--- config.mk ---
export PLATFORM = sky130hd
export DESIGN_NAME = bpu_resolve_ctrl_flat
export DESIGN_NICKNAME = d
export VERILOG_FILES = /design/src/rtl/bpu_resolve_ctrl_if.sv /design/src/rtl/bpu_resolve_ctrl.sv /design/src/flat_wrapper.sv
export SDC_FILE = /design/constraint.sdc
export NUM_CORES = 1
export LEC_CHECK = 0
export ABC_CLOCK_PERIOD_IN_PS = 5100
export BUFFER_PORTS_ARGS = -buffer_cell sky130_fd_sc_hd__buf_2
export CAP_MARGIN = 0
export CELL_PAD_IN_SITES_DETAIL_PLACEMENT = 1
export CELL_PAD_IN_SITES_GLOBAL_PLACEMENT = 2
export CORE_ASPECT_RATIO = 1.2
export CORE_UTILIZATION = 31
export CTS_CLUSTER_DIAMETER = 200
export DETAILED_ROUTE_END_ITERATION = 8
export GPL_TIMING_DRIVEN = 0
export PLACE_DENSITY = 0.82
export SYNTH_ARGS = -nofsm -noshare
export SYNTH_HDL_FRONTEND = slang
export SYNTH_SLANG_ARGS = --single-unit
--- constraint.sdc ---
create_clock -name clk -period 5.1 [get_ports clk]
set_input_delay 0.51 -clock clk [delete_from_list [all_inputs] [get_ports clk]]
set_output_delay 0.51 -clock clk [all_outputs]
set_load 0.005 [all_outputs]
--- src/rtl/bpu_resolve_ctrl_if.sv ---
// Resolution bus between the execute lanes and the branch resolve controller.
// Master drives the two resolve lanes; slave returns PHT updates, recovery and statistics.
interface bpu_resolve_ctrl_if #(
  parameter int unsigned CNT_W = 16
);
  logic             res_valid1;
  logic             res_valid2;
  logic             res_is_branch1;
  logic             res_is_branch2;
  logic             res_pred1;
  logic             res_pred2;
  logic             res_actual1;
  logic             res_actual2;
  logic [7:0]       res_addr1;
  logic [7:0]       res_addr2;
  logic [4:0]       res_ghr1;
  logic [4:0]       res_ghr2;
  logic [7:0]       res_target1;
  logic [7:0]       res_target2;
  logic [7:0]       res_next1;
  logic [7:0]       res_next2;

  logic             update_signal1;
  logic             update_signal2;
  logic             actual_outcome1;
  logic             actual_outcome2;
  logic [7:0]       branch_address_E1;
  logic [7:0]       branch_address_E2;
  logic [4:0]       ghr_E1;
  logic [4:0]       ghr_E2;
  logic             flush;
  logic             redirect_valid;
  logic [7:0]       redirect_pc;
  logic             stall_fetch;
  logic [CNT_W-1:0] branch_count;
  logic [CNT_W-1:0] mispredict_count;

  modport master (
    output res_valid1, res_valid2, res_is_branch1, res_is_branch2,
           res_pred1, res_pred2, res_actual1, res_actual2,
           res_addr1, res_addr2, res_ghr1, res_ghr2,
           res_target1, res_target2, res_next1, res_next2,
    input  update_signal1, update_signal2, actual_outcome1, actual_outcome2,
           branch_address_E1, branch_address_E2, ghr_E1, ghr_E2,
           flush, redirect_valid, redirect_pc, stall_fetch,
           branch_count, mispredict_count
  );

  modport slave (
    input  res_valid1, res_valid2, res_is_branch1, res_is_branch2,
           res_pred1, res_pred2, res_actual1, res_actual2,
           res_addr1, res_addr2, res_ghr1, res_ghr2,
           res_target1, res_target2, res_next1, res_next2,
    output update_signal1, update_signal2, actual_outcome1, actual_outcome2,
           branch_address_E1, branch_address_E2, ghr_E1, ghr_E2,
           flush, redirect_valid, redirect_pc, stall_fetch,
           branch_count, mispredict_count
  );
endinterface

--- src/rtl/bpu_resolve_ctrl.sv ---
// Dual-lane branch resolve controller: trains the PHT from resolved branches,
// detects mispredicts, sequences flush/redirect/refill recovery and keeps statistics.
module bpu_resolve_ctrl #(
  parameter int unsigned REFILL_CYCLES = 2,
  parameter int unsigned CNT_W         = 16
) (
  input  logic                clk,
  input  logic                rst,
  bpu_resolve_ctrl_if.slave   io_bus
);

  typedef enum logic [1:0] {StIdle, StFlush, StRefill} state_e;

  localparam logic [3:0] RefillLoad = 4'(REFILL_CYCLES);

  state_e           r_state;
  state_e           w_state_next;
  logic [3:0]       r_refill_cnt;
  logic [3:0]       w_refill_cnt_next;

  logic             r_upd1, r_upd2;
  logic             r_out1, r_out2;
  logic [7:0]       r_addr1, r_addr2;
  logic [4:0]       r_ghr1, r_ghr2;
  logic [7:0]       r_redirect_pc;
  logic [CNT_W-1:0] r_branch_cnt;
  logic [CNT_W-1:0] r_mispred_cnt;

  logic             w_idle;
  logic             w_acc1, w_acc2;
  logic             w_mis1, w_mis2, w_mis;
  logic [7:0]       w_redirect_pc;
  logic [CNT_W:0]   w_bc_sum;
  logic [CNT_W-1:0] w_bc_next;
  logic [CNT_W-1:0] w_mc_next;

  // Lane acceptance; an older-lane mispredict squashes the younger lane.
  always_comb begin
    w_idle = (r_state == StIdle);
    w_acc1 = w_idle & io_bus.res_valid1 & io_bus.res_is_branch1;
    w_mis1 = w_acc1 & (io_bus.res_pred1 != io_bus.res_actual1);
    w_acc2 = w_idle & io_bus.res_valid2 & io_bus.res_is_branch2 & ~w_mis1;
    w_mis2 = w_acc2 & (io_bus.res_pred2 != io_bus.res_actual2);
    w_mis  = w_mis1 | w_mis2;
    if (w_mis1) begin
      w_redirect_pc = io_bus.res_actual1 ? io_bus.res_target1 : io_bus.res_next1;
    end else if (w_mis2) begin
      w_redirect_pc = io_bus.res_actual2 ? io_bus.res_target2 : io_bus.res_next2;
    end else begin
      w_redirect_pc = '0;
    end
  end

  // Saturating statistics next-state.
  always_comb begin
    w_bc_sum  = {1'b0, r_branch_cnt} + (CNT_W+1)'(w_acc1) + (CNT_W+1)'(w_acc2);
    w_bc_next = w_bc_sum[CNT_W] ? {CNT_W{1'b1}} : w_bc_sum[CNT_W-1:0];
    w_mc_next = r_mispred_cnt;
    if (w_mis && (r_mispred_cnt != {CNT_W{1'b1}})) begin
      w_mc_next = r_mispred_cnt + {{(CNT_W-1){1'b0}}, 1'b1};
    end
  end

  // Recovery FSM next-state and refill down-counter.
  always_comb begin
    w_state_next      = r_state;
    w_refill_cnt_next = r_refill_cnt;
    case (r_state)
      StIdle: begin
        if (w_mis) w_state_next = StFlush;
      end
      StFlush: begin
        w_state_next      = StRefill;
        w_refill_cnt_next = RefillLoad;
      end
      StRefill: begin
        // Leave on the last stalled cycle so REFILL lasts exactly RefillLoad cycles.
        if (r_refill_cnt <= 4'd1) begin
          w_state_next      = StIdle;
          w_refill_cnt_next = '0;
        end else begin
          w_refill_cnt_next = r_refill_cnt - 4'd1;
        end
      end
      default: begin
        w_state_next      = StIdle;
        w_refill_cnt_next = '0;
      end
    endcase
  end

  // State, update pipeline register and counters.
  always_ff @(posedge clk or negedge rst) begin
    if (!rst) begin
      r_state       <= StIdle;
      r_refill_cnt  <= '0;
      r_upd1        <= 1'b0;
      r_upd2        <= 1'b0;
      r_out1        <= 1'b0;
      r_out2        <= 1'b0;
      r_addr1       <= '0;
      r_addr2       <= '0;
      r_ghr1        <= '0;
      r_ghr2        <= '0;
      r_redirect_pc <= '0;
      r_branch_cnt  <= '0;
      r_mispred_cnt <= '0;
    end else begin
      r_state       <= w_state_next;
      r_refill_cnt  <= w_refill_cnt_next;
      r_upd1        <= w_acc1;
      r_upd2        <= w_acc2;
      r_out1        <= w_acc1 & io_bus.res_actual1;
      r_out2        <= w_acc2 & io_bus.res_actual2;
      r_addr1       <= w_acc1 ? io_bus.res_addr1 : 8'h00;
      r_addr2       <= w_acc2 ? io_bus.res_addr2 : 8'h00;
      r_ghr1        <= w_acc1 ? io_bus.res_ghr1 : 5'h00;
      r_ghr2        <= w_acc2 ? io_bus.res_ghr2 : 5'h00;
      r_redirect_pc <= w_redirect_pc;
      r_branch_cnt  <= w_bc_next;
      r_mispred_cnt <= w_mc_next;
    end
  end

  // Output drive; recovery flags decode directly from the registered state.
  always_comb begin
    io_bus.update_signal1    = r_upd1;
    io_bus.update_signal2    = r_upd2;
    io_bus.actual_outcome1   = r_out1;
    io_bus.actual_outcome2   = r_out2;
    io_bus.branch_address_E1 = r_addr1;
    io_bus.branch_address_E2 = r_addr2;
    io_bus.ghr_E1            = r_ghr1;
    io_bus.ghr_E2            = r_ghr2;
    io_bus.flush             = (r_state == StFlush);
    io_bus.redirect_valid    = (r_state == StFlush);
    io_bus.redirect_pc       = (r_state == StFlush) ? r_redirect_pc : 8'h00;
    io_bus.stall_fetch       = (r_state != StIdle);
    io_bus.branch_count      = r_branch_cnt;
    io_bus.mispredict_count  = r_mispred_cnt;
  end

endmodule

--- src/flat_wrapper.sv ---
// flat-port wrapper written by rule: the top's interface ports become plain ports
module bpu_resolve_ctrl_flat 
#(
  parameter int unsigned REFILL_CYCLES = 2,
  parameter int unsigned CNT_W         = 16
)
  (clk, rst, io_bus_res_valid1, io_bus_res_valid2, io_bus_res_is_branch1, io_bus_res_is_branch2, io_bus_res_pred1, io_bus_res_pred2, io_bus_res_actual1, io_bus_res_actual2, io_bus_res_addr1, io_bus_res_addr2, io_bus_res_ghr1, io_bus_res_ghr2, io_bus_res_target1, io_bus_res_target2, io_bus_res_next1, io_bus_res_next2, io_bus_update_signal1, io_bus_update_signal2, io_bus_actual_outcome1, io_bus_actual_outcome2, io_bus_branch_address_E1, io_bus_branch_address_E2, io_bus_ghr_E1, io_bus_ghr_E2, io_bus_flush, io_bus_redirect_valid, io_bus_redirect_pc, io_bus_stall_fetch, io_bus_branch_count, io_bus_mispredict_count);
  bpu_resolve_ctrl_if #(.CNT_W(CNT_W)) io_bus_i ();
  input  logic clk;
  input  logic rst;
  input wire logic [$bits(io_bus_i.res_valid1)-1:0] io_bus_res_valid1;
  input wire logic [$bits(io_bus_i.res_valid2)-1:0] io_bus_res_valid2;
  input wire logic [$bits(io_bus_i.res_is_branch1)-1:0] io_bus_res_is_branch1;
  input wire logic [$bits(io_bus_i.res_is_branch2)-1:0] io_bus_res_is_branch2;
  input wire logic [$bits(io_bus_i.res_pred1)-1:0] io_bus_res_pred1;
  input wire logic [$bits(io_bus_i.res_pred2)-1:0] io_bus_res_pred2;
  input wire logic [$bits(io_bus_i.res_actual1)-1:0] io_bus_res_actual1;
  input wire logic [$bits(io_bus_i.res_actual2)-1:0] io_bus_res_actual2;
  input wire logic [$bits(io_bus_i.res_addr1)-1:0] io_bus_res_addr1;
  input wire logic [$bits(io_bus_i.res_addr2)-1:0] io_bus_res_addr2;
  input wire logic [$bits(io_bus_i.res_ghr1)-1:0] io_bus_res_ghr1;
  input wire logic [$bits(io_bus_i.res_ghr2)-1:0] io_bus_res_ghr2;
  input wire logic [$bits(io_bus_i.res_target1)-1:0] io_bus_res_target1;
  input wire logic [$bits(io_bus_i.res_target2)-1:0] io_bus_res_target2;
  input wire logic [$bits(io_bus_i.res_next1)-1:0] io_bus_res_next1;
  input wire logic [$bits(io_bus_i.res_next2)-1:0] io_bus_res_next2;
  output wire logic [$bits(io_bus_i.update_signal1)-1:0] io_bus_update_signal1;
  output wire logic [$bits(io_bus_i.update_signal2)-1:0] io_bus_update_signal2;
  output wire logic [$bits(io_bus_i.actual_outcome1)-1:0] io_bus_actual_outcome1;
  output wire logic [$bits(io_bus_i.actual_outcome2)-1:0] io_bus_actual_outcome2;
  output wire logic [$bits(io_bus_i.branch_address_E1)-1:0] io_bus_branch_address_E1;
  output wire logic [$bits(io_bus_i.branch_address_E2)-1:0] io_bus_branch_address_E2;
  output wire logic [$bits(io_bus_i.ghr_E1)-1:0] io_bus_ghr_E1;
  output wire logic [$bits(io_bus_i.ghr_E2)-1:0] io_bus_ghr_E2;
  output wire logic [$bits(io_bus_i.flush)-1:0] io_bus_flush;
  output wire logic [$bits(io_bus_i.redirect_valid)-1:0] io_bus_redirect_valid;
  output wire logic [$bits(io_bus_i.redirect_pc)-1:0] io_bus_redirect_pc;
  output wire logic [$bits(io_bus_i.stall_fetch)-1:0] io_bus_stall_fetch;
  output wire logic [$bits(io_bus_i.branch_count)-1:0] io_bus_branch_count;
  output wire logic [$bits(io_bus_i.mispredict_count)-1:0] io_bus_mispredict_count;
  assign io_bus_i.res_valid1 = io_bus_res_valid1;
  assign io_bus_i.res_valid2 = io_bus_res_valid2;
  assign io_bus_i.res_is_branch1 = io_bus_res_is_branch1;
  assign io_bus_i.res_is_branch2 = io_bus_res_is_branch2;
  assign io_bus_i.res_pred1 = io_bus_res_pred1;
  assign io_bus_i.res_pred2 = io_bus_res_pred2;
  assign io_bus_i.res_actual1 = io_bus_res_actual1;
  assign io_bus_i.res_actual2 = io_bus_res_actual2;
  assign io_bus_i.res_addr1 = io_bus_res_addr1;
  assign io_bus_i.res_addr2 = io_bus_res_addr2;
  assign io_bus_i.res_ghr1 = io_bus_res_ghr1;
  assign io_bus_i.res_ghr2 = io_bus_res_ghr2;
  assign io_bus_i.res_target1 = io_bus_res_target1;
  assign io_bus_i.res_target2 = io_bus_res_target2;
  assign io_bus_i.res_next1 = io_bus_res_next1;
  assign io_bus_i.res_next2 = io_bus_res_next2;
  assign io_bus_update_signal1 = io_bus_i.update_signal1;
  assign io_bus_update_signal2 = io_bus_i.update_signal2;
  assign io_bus_actual_outcome1 = io_bus_i.actual_outcome1;
  assign io_bus_actual_outcome2 = io_bus_i.actual_outcome2;
  assign io_bus_branch_address_E1 = io_bus_i.branch_address_E1;
  assign io_bus_branch_address_E2 = io_bus_i.branch_address_E2;
  assign io_bus_ghr_E1 = io_bus_i.ghr_E1;
  assign io_bus_ghr_E2 = io_bus_i.ghr_E2;
  assign io_bus_flush = io_bus_i.flush;
  assign io_bus_redirect_valid = io_bus_i.redirect_valid;
  assign io_bus_redirect_pc = io_bus_i.redirect_pc;
  assign io_bus_stall_fetch = io_bus_i.stall_fetch;
  assign io_bus_branch_count = io_bus_i.branch_count;
  assign io_bus_mispredict_count = io_bus_i.mispredict_count;
  bpu_resolve_ctrl #(.REFILL_CYCLES(REFILL_CYCLES), .CNT_W(CNT_W)) u_core (.clk(clk), .rst(rst), .io_bus(io_bus_i));
endmodule
# Yosys cells after proc, flatten, opt, wreduce, memory -nomap -nowiden
# Cells that the tools add are included.
# word_totals
register_bits	76
inputBits	68
out_inout_bits	73
# op_classes
add_sub_neg	4
magnitude_cmp	1
eq_ne	7
mux	15
bitwise	11
reduce_logical	4
# op_table
op	n
two-way mux 8 bit	7
adder 16 x 1 -> 17 bit	1
adder 17 x 1 -> 17 bit	1
adder 16 x 1 -> 16 bit, second input constant	1
two-way mux 16 bit	1
inequality test 16 bit, second input constant	1
case mux 4 bit (3 select lines)	1
two-way mux 5 bit	2
bitwise AND 1 bit	9
case mux 2 bit (3 select lines)	1
less-or-equal comparator 4 x 1 -> 1 bit, second input constant	1
two-way mux 2 bit	2
two-way mux 4 bit	1
subtractor 4 x 1 -> 4 bit, second input constant	1
equality test 2 x 1 -> 1 bit, second input constant	1
equality test 2 bit, second input constant	1
logical NOT 2 bit	1
inequality test 1 bit	2
inequality test 2 x 1 -> 1 bit, second input constant	1
inequality test 2 bit, second input constant	1
AND reduction 2 bit	1
nonzero test 2 bit	1
logical AND 1 bit	1
NOT 1 bit	1
OR 1 bit	1

# Depth between registers and ports, before layout
# Gate-level depths: netlist of the first run.
# depth
depth_word	10
ltp_mapped	16
ltp_nobuf	12

# Least setup slack after synthesis of the first run
# Ideal clock, no wire load.
# synth_path
kind	register -> register
from	register u_core.r_state[0]
to	register u_core.r_branch_cnt[13], in the netlist u_core.io_bus.branch_count[13]
arrival_time_ns	3.033
required_ns	5.032
slack_ns	1.999
stages_incl_launch_ff	17
path_buffers	4
period_less_slack_ns	3.101
path_cell_list	dfrtp_1 -> inv_1 -> ha_1 -> buf_2 -> and3_1 -> buf_2 -> a21oi_1 -> clkbuf_1 -> inv_1 -> fa_1 -> inv_1 -> ha_1 -> nand2_1 -> nor2_1 -> nand3_1 -> clkbuf_1 -> nand2_1
# synth_via
elab_chain_len	8
elab_cells_between_ends	11
classes_between	2 x add/sub; 1 x mux; 7 x bitwise; 1 x reduce/logical
# synth_lines
element	line	source
start: declaration	bpu_resolve_ctrl.sv:16	state_e r_state;
start signal: assignment	bpu_resolve_ctrl.sv:95	r_state <= StIdle;
start signal: assignment	bpu_resolve_ctrl.sv:109	r_state <= w_state_next;
logical NOT 2 bit (*)	bpu_resolve_ctrl.sv:39	w_idle = (r_state == StIdle);
bitwise AND 1 bit (2 in a row)	bpu_resolve_ctrl.sv:40	w_acc1 = w_idle & io_bus.res_valid1 & io_bus.res_is_branch1;
bitwise AND 1 bit	bpu_resolve_ctrl.sv:41	w_mis1 = w_acc1 & (io_bus.res_pred1 != io_bus.res_actual1);
NOT 1 bit	bpu_resolve_ctrl.sv:42	w_acc2 = w_idle & io_bus.res_valid2 & io_bus.res_is_branch2 & ~w_mis1;
bitwise AND 1 bit (*)	bpu_resolve_ctrl.sv:42	
net u_core.w_acc2	bpu_resolve_ctrl.sv:30	logic w_acc1, w_acc2;
adder 17 x 1 -> 17 bit (*)	bpu_resolve_ctrl.sv:56	w_bc_sum = {1'b0, r_branch_cnt} + (CNT_W+1)'(w_acc1) + (CNT_W+1)'(w_acc2);
two-way mux 16 bit (*)	bpu_resolve_ctrl.sv:57	w_bc_next = w_bc_sum[CNT_W] ? {CNT_W{1'b1}} : w_bc_sum[CNT_W-1:0];
net u_core.w_bc_next[13]	bpu_resolve_ctrl.sv:34	logic [CNT_W-1:0] w_bc_next;
end signal: assignment	bpu_resolve_ctrl.sv:120	r_branch_cnt <= w_bc_next;
end: declaration	bpu_resolve_ctrl.sv:26	logic [CNT_W-1:0] r_branch_cnt;
# Mark *: on every way through the listed nets, which the timed path passes. The rest lies on a longest branch.
# A chain may end at the register's enable or synchronous reset.

# Worst setup path in the final report of the first run
# layout_path
from	register u_core.r_state[1]
to	register u_core.r_branch_cnt[13], in the netlist u_core.io_bus.branch_count[13]
# Same word-level chain as after synthesis.

==> impl_metrics.toml, run 1 <==
[outcome]
status = "finished with violations"
violations = "DRC"

[drt]
drc = 4
drt_wl_total_um = 8860
wl_per_cell_um = 15.1
dr.pass1.iters = 6
drt_iter0_drc = 103
vias = 2745
via_per_inst = 4.69
antenna_left = 0

[cells_and_area]
nets = 528
drive_gt1_share_pct = 36.8
num_antenna_cells = 0
layout_common_cells = "buf_2 (140), dfrtp_1 (76), and2_1 (37)"
final_common_cell = "buf_2"
utilization_pct = 43.1
stdcell_area_um2 = 4580
fillers = 1238
area_growth_pct = 33.7

[clocking]
clk_latency_ns = 0.33
cts_buffers = 9
cts-root-buf = "clkbuf_16"
cts_tree = "built"
hold_buffers = 0
h-tree-depth = 3
post_cts_buffers = 0
clock-sinks = 76
cts_resized = 0
clk_path_buf_depth = 2
clkTransAtPathRegs_ns = 0.06

[sta]
min_period_ns = 3.90
post-route-period-util_pct = 76.6
finalSetupTns_ns = 0
tightest_slew_ns = 0.526
layout_setup_ws_ns = 1.20
finalSetupViolCount = 0
fmax_mhz = 256
hold_viol_final = 0
drv_slew = 0
slew_headroom_pct = 64.7
hold_ws_ns = 0.0889
skew_ns = 0.00708
rsz0062_at_grt = "no"

[synth]
syn_nets = 378
synth_edf_count = 0
syn_avg_cell_area_um2 = 11.4
synth_cell_types = 44
yosys_warnings = 0
ys_ff_latch = 76
syn-cell-area_um2 = 3430
synth_flop_cell = "dfrtp_1"
yosysSeqAreaShare_pct = 55.5
syn_inst = 301
async_flop_share_pct = 100

[floorplanning]
floorplan.initialDensity_pct = 32.3
die_w_um = 98.0
die_area_um2 = 11500
core_area_um2 = 10600
die_h_um = 117
num_rows = 41
num_io_pins = 141

[setup_path]
regToRegSetupSlack_ns = 1.20
critPathKind = "reg2reg"
crit_path_start = "u_core.r_state[1]$_DFFE_PN0P_"
critPathMaxFanout = 10
required_ns = 5.37
reg2reg_from = "u_core.r_state[1]$_DFFE_PN0P_"
start_kind = "flip-flop"
cp.arrival_ns = 4.17
rr_endpoint = "u_core.io_bus.branch_count[13]$_DFF_PN0_"
worstRegToRegCells = 16
endpoint_kind = "flip-flop"

[job]
cap_viol_max_count = 0

[place]
portBuffers = 138
pre_cts_slack_ns = 1.09
gp_congestion = 0.740
place_area_um2 = 4310
hpwl_um = 6810

[min_path]
hp-class = "in2async"

[grt]
grt_pass1_wl_um = 14600
grt_max_degree = 53
antenna_found_initial = 0
grt_overflow = 0
grt_usage_pct = 16.3
grt_pass1_vias = 2930

[pwr]
power_density_nw_per_um2 = 377
ir_worst_vdd_mv = 0.134
p_leak_nw = 2.54
## where the power goes
group          internal [mW]  switching (mW)
Combinational          0.192           0.205
Sequential             0.683          0.0691
Clock                  0.331           0.246
Total                   1.21           0.520
## logic make-up after synthesis
group	Yosys count	share of synthesized area (%)
AOI/OAI and AO/OA	29	5.62
xor gates and xnor gates	24	6.14
adders and majority gates	9	3.51
buffers and inverters	20	2.63
DFF	76	55.5
muxes	20	6.10
and+or+nand+nor	123	20.5
## critical path, stage by stage, from the launching register on
cell      delay, ns
dfrtp_1        0.38
inv_1          0.09
ha_1           0.19
buf_2          0.18
and3_1         0.19
buf_2          0.17
a21oi_1        0.38
clkbuf_1       0.35
inv_1          0.10
fa_1           0.40
inv_1          0.07
ha_1           0.27
nand2_1        0.15
nor2_1         0.29
nand3_1        0.23
clkbuf_1       0.28
nand2_1        0.12
## synthesized netlist by cell type, drive strengths merged, types with 5 or more instances
cell	n	area (µm²)
nand4	6	37.5
o21ai	6	30.0
dfrtp	76	1900
buf	6	37.5
nand2	27	101
and2	37	231
xor2	19	166
nor4	5	46.3
o22ai	8	50.1
nor2	8	32.5
inv	10	37.5
nor3	7	40.0
nand3	14	75.1
xnor2	5	43.8
mux2i	16	160
ha	8	100
## per-layer routing
| layer | GRT usage (%) | share of wire (%) | up-vias |
|---|---|---|---|
| met5 | 0 | 0 | - |
| met4 | 5.45 | 1.4 | 0 |
| met3 | 5.52 | 7.3 | 8 |
| met2 | 27.1 | 49 | 93 |
| met1 | 19.8 | 42 | 1319 |
| li1 | - | - | 1325 |
## stage by stage
step / cells / power [mW]
6_report: 585 / 1.73
5_1_grt: 585 / 1.84
4_1_cts: 585 / 1.76
3_5_place_dp: 569 / 1.17
3_3_place_gp: 568 / 1.15
2_1_floorplan: 301 / 0.974
## state kept, by name, summed over array words and instances, names as in the netlist
signal / flops
u_core.r_state: 2
u_core.io_bus.ghr_E2: 5
u_core.io_bus.branch_address_E1: 8
u_core.io_bus.update_signal2: 1
u_core.io_bus.mispredict_count: 16
u_core.r_redirect_pc: 8
u_core.io_bus.actual_outcome1: 1
u_core.io_bus.branch_address_E2: 8
u_core.r_refill_cnt: 4
u_core.io_bus.branch_count: 16
u_core.io_bus.update_signal1: 1
u_core.io_bus.ghr_E1: 5
u_core.io_bus.actual_outcome2: 1
## worst max-delay path by stage
stage / endpoint / slack (ns) / cells past startpoint
floorplan: u_core.io_bus.branch_count[13]$_DFF_PN0_ / 2.00 / 16
global placement: u_core.io_bus.branch_count[13]$_DFF_PN0_ / 1.22 / 16
detailed placement: u_core.io_bus.branch_count[7]$_DFF_PN0_ / 1.09 / 16
CTS: u_core.io_bus.branch_count[7]$_DFF_PN0_ / 1.06 / 16
global route: u_core.io_bus.branch_count[13]$_DFF_PN0_ / 0.77 / 16
finish: u_core.io_bus.branch_count[13]$_DFF_PN0_ / 1.20 / 16
## cell type report
type	instances	area [µm²]	share of cell area [%]
clock inverter	5	38.8	0.847
sequential	76	1900	41.5
buffer	10	52.6	1.15
tap	129	161	3.52
clock buffer	11	233	5.08
inverter	10	37.5	0.820
timing repair buffer	139	721	15.7
multi-input combinational	205	1430	31.3
Power figures use the tool's default switching activity.
==> inputs of run 2 (changes only) <==
--- a/config.mk
+++ b/config.mk
@@ -5,17 +5,17 @@
 export SDC_FILE = /design/constraint.sdc
 export NUM_CORES = 1
 export LEC_CHECK = 0
-export ABC_CLOCK_PERIOD_IN_PS = 5100
+export ABC_CLOCK_PERIOD_IN_PS = 3540
 export BUFFER_PORTS_ARGS = -buffer_cell sky130_fd_sc_hd__buf_2
 export CAP_MARGIN = 0
 export CELL_PAD_IN_SITES_DETAIL_PLACEMENT = 1
 export CELL_PAD_IN_SITES_GLOBAL_PLACEMENT = 2
 export CORE_ASPECT_RATIO = 1.2
-export CORE_UTILIZATION = 31
+export CORE_UTILIZATION = 26
 export CTS_CLUSTER_DIAMETER = 200
 export DETAILED_ROUTE_END_ITERATION = 8
 export GPL_TIMING_DRIVEN = 0
-export PLACE_DENSITY = 0.82
+export PLACE_DENSITY = 0.73
 export SYNTH_ARGS = -nofsm -noshare
 export SYNTH_HDL_FRONTEND = slang
 export SYNTH_SLANG_ARGS = --single-unit
==> constraint.sdc (replaced) <==
create_clock -name clk -period 3.54 [get_ports clk]
set_input_delay 0.354 -clock clk [delete_from_list [all_inputs] [get_ports clk]]
set_output_delay 0.354 -clock clk [all_outputs]
set_load 0.005 [all_outputs]
==> impl_metrics.toml, run 2 (synthesis gave the netlist of run 1 again) <==
[cells_and_area]
drive_gt1_share_pct = 38.9
area_growth_pct = 38.1
final_common_cell = "buf_2"
final_cell_count_no_fill = 622
num_antenna_cells = 0
nets = 530
utilization_pct = 37.2
stdcell_area_um2 = 4730
layout_common_cells = "buf_2 (140), dfrtp_1 (76), and2_1 (37)"

[floorplanning]
floorplan.initialDensity_pct = 26.9
die_area_um2 = 13600
num_io_pins = 141
core_area_um2 = 12700
num_rows = 45
die_w_um = 107
die_h_um = 128

[drt]
antenna_left = 0
vias = 2784
drt_iter0_drc = 59
drc = 0
wl_met1_um = 3720
via_per_inst = 4.48
drt_wl_total_um = 9110
dr.pass1.iters = 4
wl_met3_um = 545
wl_per_cell_um = 14.7
top_layer = "met4"
wl_met2_um = 4720

[sta]
finalSetupViolCount = 0
layout_setup_ws_ns = 0.326
min_period_ns = 3.21
skew_ns = 0.00893
finalSetupTns_ns = 0
tightest_slew_ns = 0.546
slew_headroom_pct = 63.3
fmax_mhz = 311
drv_slew = 0
post-route-period-util_pct = 90.8
hold_viol_final = 0
hold_ws_ns = 0.225

[grt]
grt_usage_pct = 14.2
grt_overflow = 0
antenna_found_initial = 0
grt_max_degree = 43
grt_pass1_wl_um = 15100
grt_pass1_vias = 2946

[clocking]
clkTransAtPathRegs_ns = 0.07
clock-sinks = 76
cts_tree = "built"
cts-root-buf = "clkbuf_16"
clk_latency_ns = 0.33
cts_buffers = 9
h-tree-depth = 3
clk_path_buf_depth = 2

[setup_path]
cp.arrival_ns = 3.48
critPathSlowestCell = "fa_1"
required_ns = 3.81
crit_path_start = "u_core.r_state[0]$_DFFE_PN0P_"
worstRegToRegCells = 16
rr_endpoint = "u_core.io_bus.branch_count[13]$_DFF_PN0_"
endpoint_kind = "flip-flop"
worstPathCellList = "inv_1 > ha_1 > buf_2 > and3_1 > buf_2 > a21oi_4 > buf_4 > inv_1 > fa_1 > inv_1 > ha_2 > nand2_1 > nor2_4 > nand3_2 > clkbuf_4 > nand2_1"
regToRegSetupSlack_ns = 0.33
critPathKind = "reg2reg"
reg2reg_from = "u_core.r_state[0]$_DFFE_PN0P_"
cp_common_cell = "inv_1"
start_kind = "flip-flop"
critPathMaxFanout = 10
critPathMaxStageDelay_ns = 0.40

[min_path]
hp-class = "in2reg"
hold-path-cell-count = 2
whs_endpoint = "u_core.io_bus.branch_address_E1[2]$_DFF_PN0_"
hp-start = "io_bus_res_addr1[2]"

[pwr]
ir_worst_vdd_mv = 0.324
power_mw = 2.69
power_density_nw_per_um2 = 570
p_leak_nw = 2.59

[place]
place_area_um2 = 4340
pre_cts_slack_ns = -0.502
hpwl_um = 6990
placedCellCount = 604
gp_congestion = 0.716
portBuffers = 138

[job]
cap_viol_max_count = 0

[outcome]
status = "finished clean"
==> run 2: power by group <==
group          internal [mW]  switching (mW)
Combinational          0.285           0.304
Sequential             0.983          0.0990
Clock                  0.644           0.378
Total                   1.91           0.781
==> run 2: layer usage <==
layer / vias to the layer above / track usage [%]
li1: 1339 / -
met1: 1353 / 16.3
met2: 87 / 24.6
met3: 5 / 4.42
met4: 0 / 5.40
met5: - / 0
==> run 2: cell type report <==
type	count	area, µm²
Fill cell	1478	8000
Sequential cell	76	1900
Multi-Input combinational cell	205	1460
Timing Repair Buffer	141	731
Clock buffer	10	239
Tap cell	164	205
Clock inverter	6	93.8
Buffer	10	61.3
Inverter	10	37.5
==> run 2: how the worst max path moves through the flow <==
stage,to,slack [ns],cells after the start
finish,u_core.io_bus.branch_count[13]$_DFF_PN0_,0.33,16
global placement,u_core.io_bus.branch_count[13]$_DFF_PN0_,-0.39,16
global route,u_core.io_bus.branch_count[13]$_DFF_PN0_,-0.0009,16
floorplan,u_core.io_bus.branch_count[13]$_DFF_PN0_,0.44,16
CTS,u_core.io_bus.branch_count[13]$_DFF_PN0_,0.02,16
detailed placement,u_core.io_bus.branch_count[13]$_DFF_PN0_,-0.50,16
==> run 2: worst max-delay path: cells and delay by family, from the launching register on <==
family	cells	cell delay, ns
buf+inv	7	1.00
fa+ha+maj	3	0.82
simple gates	5	0.75
flops	1	0.38
compound gates	1	0.20
==> run 2: what timing repair did <==
| item | in CTS | in global routing |
|---|---|---|
| setup endpoints to repair | 16 | 15 |
| hold endpoints to repair | 17 | 0 |
| cloned | 0 | 0 |
| pin swaps | 0 | 1 |
| setup buffers | 0 | 1 |
| hold buffers | 1 | 0 |
| resized for setup | 6 | 8 |
